==> config.mk <==
export PLATFORM = sky130hd
export DESIGN_NAME = usr_param_flat
export DESIGN_NICKNAME = d
export VERILOG_FILES = /design/src/rtl/usr_pkg.sv /design/src/rtl/usr_param_if.sv /design/src/rtl/usr_shift_cnt.sv /design/src/rtl/usr_param.sv /design/src/flat_wrapper.sv
export SDC_FILE = /design/constraint.sdc
export NUM_CORES = 1
export LEC_CHECK = 0
export CAP_MARGIN = 10
export CORE_AREA = 2 2 60 48
export CTS_CLUSTER_SIZE = 12
export DETAILED_ROUTE_END_ITERATION = 8
export DIE_AREA = 0 0 62 50
export GPL_TIMING_DRIVEN = 0
export HOLD_SLACK_MARGIN = 0.02
export PLACE_DENSITY = 0.73
export SYNTH_ARGS = -nofsm -noshare
export SYNTH_HDL_FRONTEND = slang
export SYNTH_SLANG_ARGS = --single-unit
==> constraint.sdc <==
create_clock -name clk -period 1.4 [get_ports clk]
set_input_delay 0.14 -clock clk [delete_from_list [all_inputs] [get_ports clk]]
set_output_delay 0.14 -clock clk [all_outputs]
set_load 0.02 [all_outputs]
==> src/rtl/usr_pkg.sv <==
// Shared mode encodings and mode-classification helpers for the universal
// shift register.
package usr_pkg;

  localparam int SEL_W = 3;

  typedef enum logic [SEL_W-1:0] {
    HOLD = 3'b000,
    SHR  = 3'b001,
    SHL  = 3'b010,
    LOAD = 3'b011,
    ROR  = 3'b100,
    ROL  = 3'b101,
    ASR  = 3'b110,
    CLR  = 3'b111
  } usr_mode_e;

  // Modes that restart the shift count: a fresh value is in the register.
  function automatic logic mode_clears_cnt(usr_mode_e mode);
    logic res;
    case (mode)
      LOAD, CLR: res = 1'b1;
      default:   res = 1'b0;
    endcase
    return res;
  endfunction

  function automatic logic mode_counts(usr_mode_e mode);
    logic res;
    case (mode)
      SHR, SHL, ASR: res = 1'b1;
      default:       res = 1'b0;
    endcase
    return res;
  endfunction

endpackage

==> src/rtl/usr_param_if.sv <==
// Control, data and status bundle of the universal shift register.
interface usr_param_if #(
  parameter int WIDTH = 8,
  parameter int CW    = $clog2(WIDTH + 1)
);

  logic             en;
  logic [2:0]       sel;
  logic             MSB_in;
  logic             LSB_in;
  logic [WIDTH-1:0] I;
  logic [WIDTH-1:0] A;
  logic             MSB_out;
  logic             LSB_out;
  logic [CW-1:0]    cnt;
  logic             drained;

  modport master (
    output en, sel, MSB_in, LSB_in, I,
    input  A, MSB_out, LSB_out, cnt, drained
  );

  modport slave (
    input  en, sel, MSB_in, LSB_in, I,
    output A, MSB_out, LSB_out, cnt, drained
  );

endinterface

==> src/rtl/usr_shift_cnt.sv <==
// Saturating count of single-bit shifts since the last load/clear, with a
// registered flag marking that a full register width has been shifted out.
module usr_shift_cnt #(
  parameter  int WIDTH = 8,
  localparam int CW    = $clog2(WIDTH + 1)
) (
  input  logic          clk,
  input  logic          rstn,
  input  logic          en,
  input  logic          clr,
  input  logic          inc,
  output logic [CW-1:0] cnt,
  output logic          drained
);

  localparam logic [CW-1:0] FULL = CW'(WIDTH);

  logic [CW-1:0] cnt_q;
  logic [CW-1:0] cnt_d;
  logic          drained_q;
  logic          drained_d;

  // Next count; drained is derived from the next count so both flip together.
  always_comb begin
    cnt_d = cnt_q;
    if (!en) begin
      cnt_d = cnt_q;
    end else if (clr) begin
      cnt_d = '0;
    end else if (inc && (cnt_q != FULL)) begin
      cnt_d = cnt_q + CW'(1);
    end else begin
      cnt_d = cnt_q;
    end
    drained_d = (cnt_d == FULL);
  end

  // Count and flag registers.
  always_ff @(posedge clk or negedge rstn) begin
    if (!rstn) begin
      cnt_q     <= '0;
      drained_q <= 1'b0;
    end else begin
      cnt_q     <= cnt_d;
      drained_q <= drained_d;
    end
  end

  assign cnt     = cnt_q;
  assign drained = drained_q;

endmodule

==> src/rtl/usr_param.sv <==
// Parameterised universal shift register: hold, shift, rotate, arithmetic
// shift, parallel load and clear, with a saturating shift counter.
module usr_param
  import usr_pkg::*;
#(
  parameter int WIDTH = 8
) (
  input  logic        clk,
  input  logic        rstn,
  usr_param_if.slave  bus
);

  usr_mode_e        mode_s;
  logic             clr_s;
  logic             inc_s;
  logic [WIDTH-1:0] a_q;

  assign mode_s = usr_mode_e'(bus.sel);
  assign clr_s  = mode_clears_cnt(mode_s);
  assign inc_s  = mode_counts(mode_s);

  // Data path: serial inputs are only looked at in their own shift mode.
  always_ff @(posedge clk or negedge rstn) begin
    if (!rstn) begin
      a_q <= '0;
    end else if (bus.en) begin
      case (mode_s)
        HOLD:    a_q <= a_q;
        SHR:     a_q <= {bus.MSB_in, a_q[WIDTH-1:1]};
        SHL:     a_q <= {a_q[WIDTH-2:0], bus.LSB_in};
        LOAD:    a_q <= bus.I;
        ROR:     a_q <= {a_q[0], a_q[WIDTH-1:1]};
        ROL:     a_q <= {a_q[WIDTH-2:0], a_q[WIDTH-1]};
        ASR:     a_q <= {a_q[WIDTH-1], a_q[WIDTH-1:1]};
        CLR:     a_q <= '0;
        default: a_q <= a_q;
      endcase
    end else begin
      a_q <= a_q;
    end
  end

  assign bus.A       = a_q;
  assign bus.MSB_out = a_q[WIDTH-1];
  assign bus.LSB_out = a_q[0];

  usr_shift_cnt #(
    .WIDTH (WIDTH)
  ) u_shift_cnt (
    .clk     (clk),
    .rstn    (rstn),
    .en      (bus.en),
    .clr     (clr_s),
    .inc     (inc_s),
    .cnt     (bus.cnt),
    .drained (bus.drained)
  );

endmodule

==> src/flat_wrapper.sv <==
// flat-port wrapper written by rule: the top's interface ports become plain ports
module usr_param_flat import usr_pkg::*;
#(
  parameter int WIDTH = 8
)
  (clk, rstn, bus_en, bus_sel, bus_MSB_in, bus_LSB_in, bus_I, bus_A, bus_MSB_out, bus_LSB_out, bus_cnt, bus_drained);
  usr_param_if #(.WIDTH(WIDTH)) bus_i ();
  input  logic clk;
  input  logic rstn;
  input wire logic [$bits(bus_i.en)-1:0] bus_en;
  input wire logic [$bits(bus_i.sel)-1:0] bus_sel;
  input wire logic [$bits(bus_i.MSB_in)-1:0] bus_MSB_in;
  input wire logic [$bits(bus_i.LSB_in)-1:0] bus_LSB_in;
  input wire logic [$bits(bus_i.I)-1:0] bus_I;
  output wire logic [$bits(bus_i.A)-1:0] bus_A;
  output wire logic [$bits(bus_i.MSB_out)-1:0] bus_MSB_out;
  output wire logic [$bits(bus_i.LSB_out)-1:0] bus_LSB_out;
  output wire logic [$bits(bus_i.cnt)-1:0] bus_cnt;
  output wire logic [$bits(bus_i.drained)-1:0] bus_drained;
  assign bus_i.en = bus_en;
  assign bus_i.sel = bus_sel;
  assign bus_i.MSB_in = bus_MSB_in;
  assign bus_i.LSB_in = bus_LSB_in;
  assign bus_i.I = bus_I;
  assign bus_A = bus_i.A;
  assign bus_MSB_out = bus_i.MSB_out;
  assign bus_LSB_out = bus_i.LSB_out;
  assign bus_cnt = bus_i.cnt;
  assign bus_drained = bus_i.drained;
  usr_param #(.WIDTH(WIDTH)) u_core (.clk(clk), .rstn(rstn), .bus(bus_i));
endmodule
## Word level (Yosys, flattened, before mapping)

Index checks and enable logic that the tools add are counted.

- Memory bits (writable): 0
- ROM bits: 0
- Bits in latches: 0
- Input bits: 16
- Bits in registers: 13
- Memories: 0

- Div/mod/pow operators: 0
- Shifts and indexed selects: 0
- $mul: 0
- Equality and inequality tests: 9
- Multiplexer cells: 6
- Reductions and logical operators: 6
- Add/subtract/negate cells: 1
- Bitwise operators: 2
- Order comparisons: 0

Operators by type and width:

| operator | number |
|---|---|
| $pmux 8 s7 | 1 |
| $eq 3x3->1 const B | 4 |
| $mux 4 | 3 |
| $eq 3x2->1 const B | 2 |
| $add 4x1->4 const B | 1 |
| $eq 4x4->1 const B | 1 |
| $ne 4x4->1 const B | 1 |
| $eq 3x1->1 const B | 1 |
| $logic_not 3->1 | 1 |
| $reduce_and 3->1 | 1 |
| $reduce_or 3->1 | 1 |
| $mux 1 | 2 |
| $not 1->1 | 2 |
| $reduce_and 2->1 | 1 |
| $reduce_or 2->1 | 1 |
| $logic_and 1x1->1 | 1 |

## Longest topological paths before layout

- Depth after elaboration: 8
- Mapped depth: 6
- Gate-level depth less buffers: 6

## Cells and area by module

Synthesis repeated with hierarchy kept, for this count alone.

- Cells, all modules: 130
- Area, all modules: 1072.3 um^2

By module, submodules not included:

| module | instances | cells each | seq. area each (um^2) | area an instance (um^2) |
|---|---|---|---|---|
| usr_param | 1 | 101 | 200.2 | 779.5 |
| usr_shift_cnt | 1 | 29 | 125.1 | 292.8 |

## Least setup slack after synthesis

No wires, ideal clock.

- Path type: reg-to-reg
- Start point: register u_core.u_shift_cnt.cnt_q[0], in the netlist u_core.u_shift_cnt.cnt[0]
- End point: register u_core.u_shift_cnt.drained_q, in the netlist u_core.u_shift_cnt.drained
- Path slack: -0.259 ns
- Arrival: 1.533 ns
- Period minus slack after synthesis: 1.659 ns
- Stages on the path, launching flop included: 7
- Cell sequence: dfrtp_1 -> inv_1 -> ha_1 -> nand3b_1 -> o211ai_2 -> nor3b_1 -> o311a_1

- Longest elaborated chain between the ends: 6

Ends and longest elaborated chain:

| item | line | source |
|---|---|---|
| from (decl) | usr_shift_cnt.sv:18 | `logic [CW-1:0] cnt_q;` |
| from (signal assigned) | usr_shift_cnt.sv:44 | `cnt_q <= cnt_d;` |
| parallel branches: the longest is 4 deep, another holds $add 4x1->4 | n/a |  |
| $mux 4 (*) | usr_shift_cnt.sv:26 | `if (!en) begin` |
| $eq 4x4->1 (*) | usr_shift_cnt.sv:35 | `drained_d = (cnt_d == FULL);` |
| net u_core.u_shift_cnt.drained_d | usr_shift_cnt.sv:21 | `logic drained_d;` |
| to (signal assigned) | usr_shift_cnt.sv:45 | `drained_q <= drained_d;` |
| to (decl) | usr_shift_cnt.sv:20 | `logic drained_q;` |

Mark *: on every way through the listed nets, which the timed path passes.
A chain may end at the register's enable or synchronous reset.

## Worst setup path after layout

Same ends and word-level chain as after synthesis.

==> metrics <==
number of synthesized flops with an enable pin 0; Post-Synth Adder-Cell Area 0.0252; Initial Utilization 0.397; fmax 685 MHz; Die H 50 µm; Final setup viols 1; Slew HR 0.609; clock sinks 13; CP Max Fanout 4; setup tns final -58.8 ps; PortBufs 29; die area 3100 µm²; share of synthesized flip-flops with an asynchronous set or reset 1.00; Pre-antenna DRT Iters 4; syn nets 124; min-delay worst type in2async; crit start category flip-flop; CTS tree built; Die W 62 µm; combinational family with the most area after synthesis compound AO/OA/AOI/OAI gates; I/O Pins 31; total track usage 0.211; TritonCTS buffer count 3; core area 2500 µm²; RSZ-0062 raised after global routing true; Syn Inst Count 106; drt via density 5.70; synth warn 0; maximum vdd ir drop 541 µV; drt initial violations 55; Final Max Tran Viols 0; simple-gate share of the synthesized area 0.207; minimum clock period 1460 ps; WL/cell 16.4 µm; Final Cell Area 1460 µm²; top-area cell type share of the netlist area 0.328; Synth area leader dfrtp_1; Final Worst Setup Slack -58.8 ps; DP HPWL 2.08 mm; post-synthesis register bit count 13; critical path's slowest cell dfrtp_2; Fillers 225; most instantiated cells after synthesis 13 x dfrtp_1, 12 x nor2_1, 8 x a21oi_1, 8 x a221oi_1; first-pass GRT wire length 4.84 mm; initial antenna violation count 0; Post-Syn Area 992 µm²; Max clock buf depth 2; WP data arrival 1630 ps; Synth Area in Compound Gates 0.324; routed wire length 3.03 mm; Clk pin slew, worst setup/hold paths 80 ps; Syn Area/Cell 9.36 µm²; FP Rows 16; total power 1.69 mW; worst slew pin tran 585 ps; H-tree levels 1; Antenna Nets Post-Route 0; violated checks setup timing; Max-Cap Viols 0; n_diodes 0; dpl ws -467 ps; DRC viols 0; Final period util 1.04; P&R area growth vs syn 46.7%; Pleak 0.644 nW; Worst Setup End Kind flip-flop; fin nets 167; cell breakdown of the critical path inv_2 -> ha_4 -> nand3b_1 -> o211ai_2 -> nor3b_2 -> o311a_1; Root Buffer clkbuf_4; Synth cell types 44; sequential area share after synthesis 0.328; post-synthesis xor/xnor area fraction 0.0177; post-synthesis mux area share 0.0315; most common cell in the netlist dfrtp_1; Synth Flop Type dfrtp_1; Power Density 1160 nW/µm²; clock skew 2.53 ps; vias in the first global route 1013; clk_lat worst skew 290 ps; Crit Path Category reg2reg; gp weighted congestion 0.871; placed cell area 1340 µm²; Crit path largest cell delay 390 ps; Data required, critical path 1570 ps; vias 1048; share of cells above drive strength 1 0.277; GRT overflow 0; largest net degree at the start of global routing 14; status finished with violations; leading post-synthesis cells by cell area dfrtp_1 33%, a221oi_1 7.1%, nor2_1 4.5%; Hold Vio Cnt, Final 0
==> sequential cells by signal, summed over array words and instances, names as in the netlist <==
signal / cells
u_core.u_shift_cnt.cnt: 4
u_core.u_shift_cnt.drained: 1
u_core.bus.A: 8
==> cells by family (layout without fill, tap and decap cells) <==
group	after synthesis	count (layout)
simple gates	35	35
mux	3	3
compound gates	38	38
buf+inv	13	55
xor+xnor	2	2
fa+ha+maj	2	2
flops	13	13
==> worst max-delay path, delay by kind of cell, from the launching register on <==
family,cells,cell delay [ps]
adder cells (fa/ha/maj),1,150
flip-flops,1,390
AND/OR/NAND/NOR,2,310
buffers and inverters,1,60
AO/OA/AOI/OAI,2,440
==> timing repair <==
action                     in CTS  in global routing
resized for setup              20                  5
pin swaps                       1                  0
hold buffers                    0                  0
setup endpoints to repair      24                  8
setup buffers                   6                  3
==> per-stage QoR <==
step / hold WS [ps] / instances / util
final: 217 / 184 / 0.582
after global routing: 285 / 184 / 0.582
after CTS: 243 / 181 / 0.563
after detailed placement: 554 / 171 / 0.535
after global placement: 546 / 171 / 0.535
after floorplan: -156 / 106 / -
==> where the power goes <==
part           internal, mW  total [mW]  switching (mW)
Sequential            0.460       0.564           0.104
Clock                 0.106       0.241           0.135
Combinational         0.435       0.883           0.449
==> worst paths after layout <==
kind	startpoint	end	slack (ps)	depth (start not counted)
min reg2reg	u_core.u_shift_cnt.cnt[3]$_DFF_PN0_	u_core.u_shift_cnt.cnt[3]$_DFF_PN0_	560	1
max reg2reg	u_core.u_shift_cnt.cnt[0]$_DFF_PN0_	u_core.u_shift_cnt.drained$_DFF_PN0_	-60	6
max in group asynchronous	rstn	u_core.bus.A[1]$_DFFE_PN0P_	760	1
max	u_core.u_shift_cnt.cnt[0]$_DFF_PN0_	u_core.u_shift_cnt.drained$_DFF_PN0_	-60	6
min	rstn	u_core.u_shift_cnt.cnt[3]$_DFF_PN0_	220	1
min in group clk	bus_sel[0]	u_core.u_shift_cnt.cnt[2]$_DFF_PN0_	350	3
==> placed cells by master (no fill, tap or decap), drive strengths merged, types with 5 or more instances in the layout <==
| master | n |
|---|---|
| clkdlybuf4s50 | 13 |
| dfrtp | 13 |
| clkbuf | 5 |
| a221oi | 8 |
| buf | 14 |
| dlygate4sd2 | 16 |
| o221a | 5 |
| nor2 | 13 |
| a21oi | 8 |
| inv | 6 |
==> cell type report <==
type,instances,area [µm²],share of cell area
Inverter,6,22.5,0.0155
Multi-Input combinational cell,80,648,0.445
Sequential cell,13,329,0.226
Tap cell,36,45.0,0.0310
Clock buffer,3,22.5,0.0155
Buffer,7,45.0,0.0310
Clock inverter,1,5.00,0.00344
Timing Repair Buffer,38,338,0.232
==> layer usage <==
layer	global-route usage	wire, µm	vias to the layer above	part of all wire
li1	-	-	493	-
met1	0.287	1290	493	0.43
met2	0.328	1450	56	0.48
met3	0.0420	246	6	0.081
met4	0.0674	34	0	0.011
met5	0	0	-	0
No activity file was read; power rests on OpenSTA's default activity.
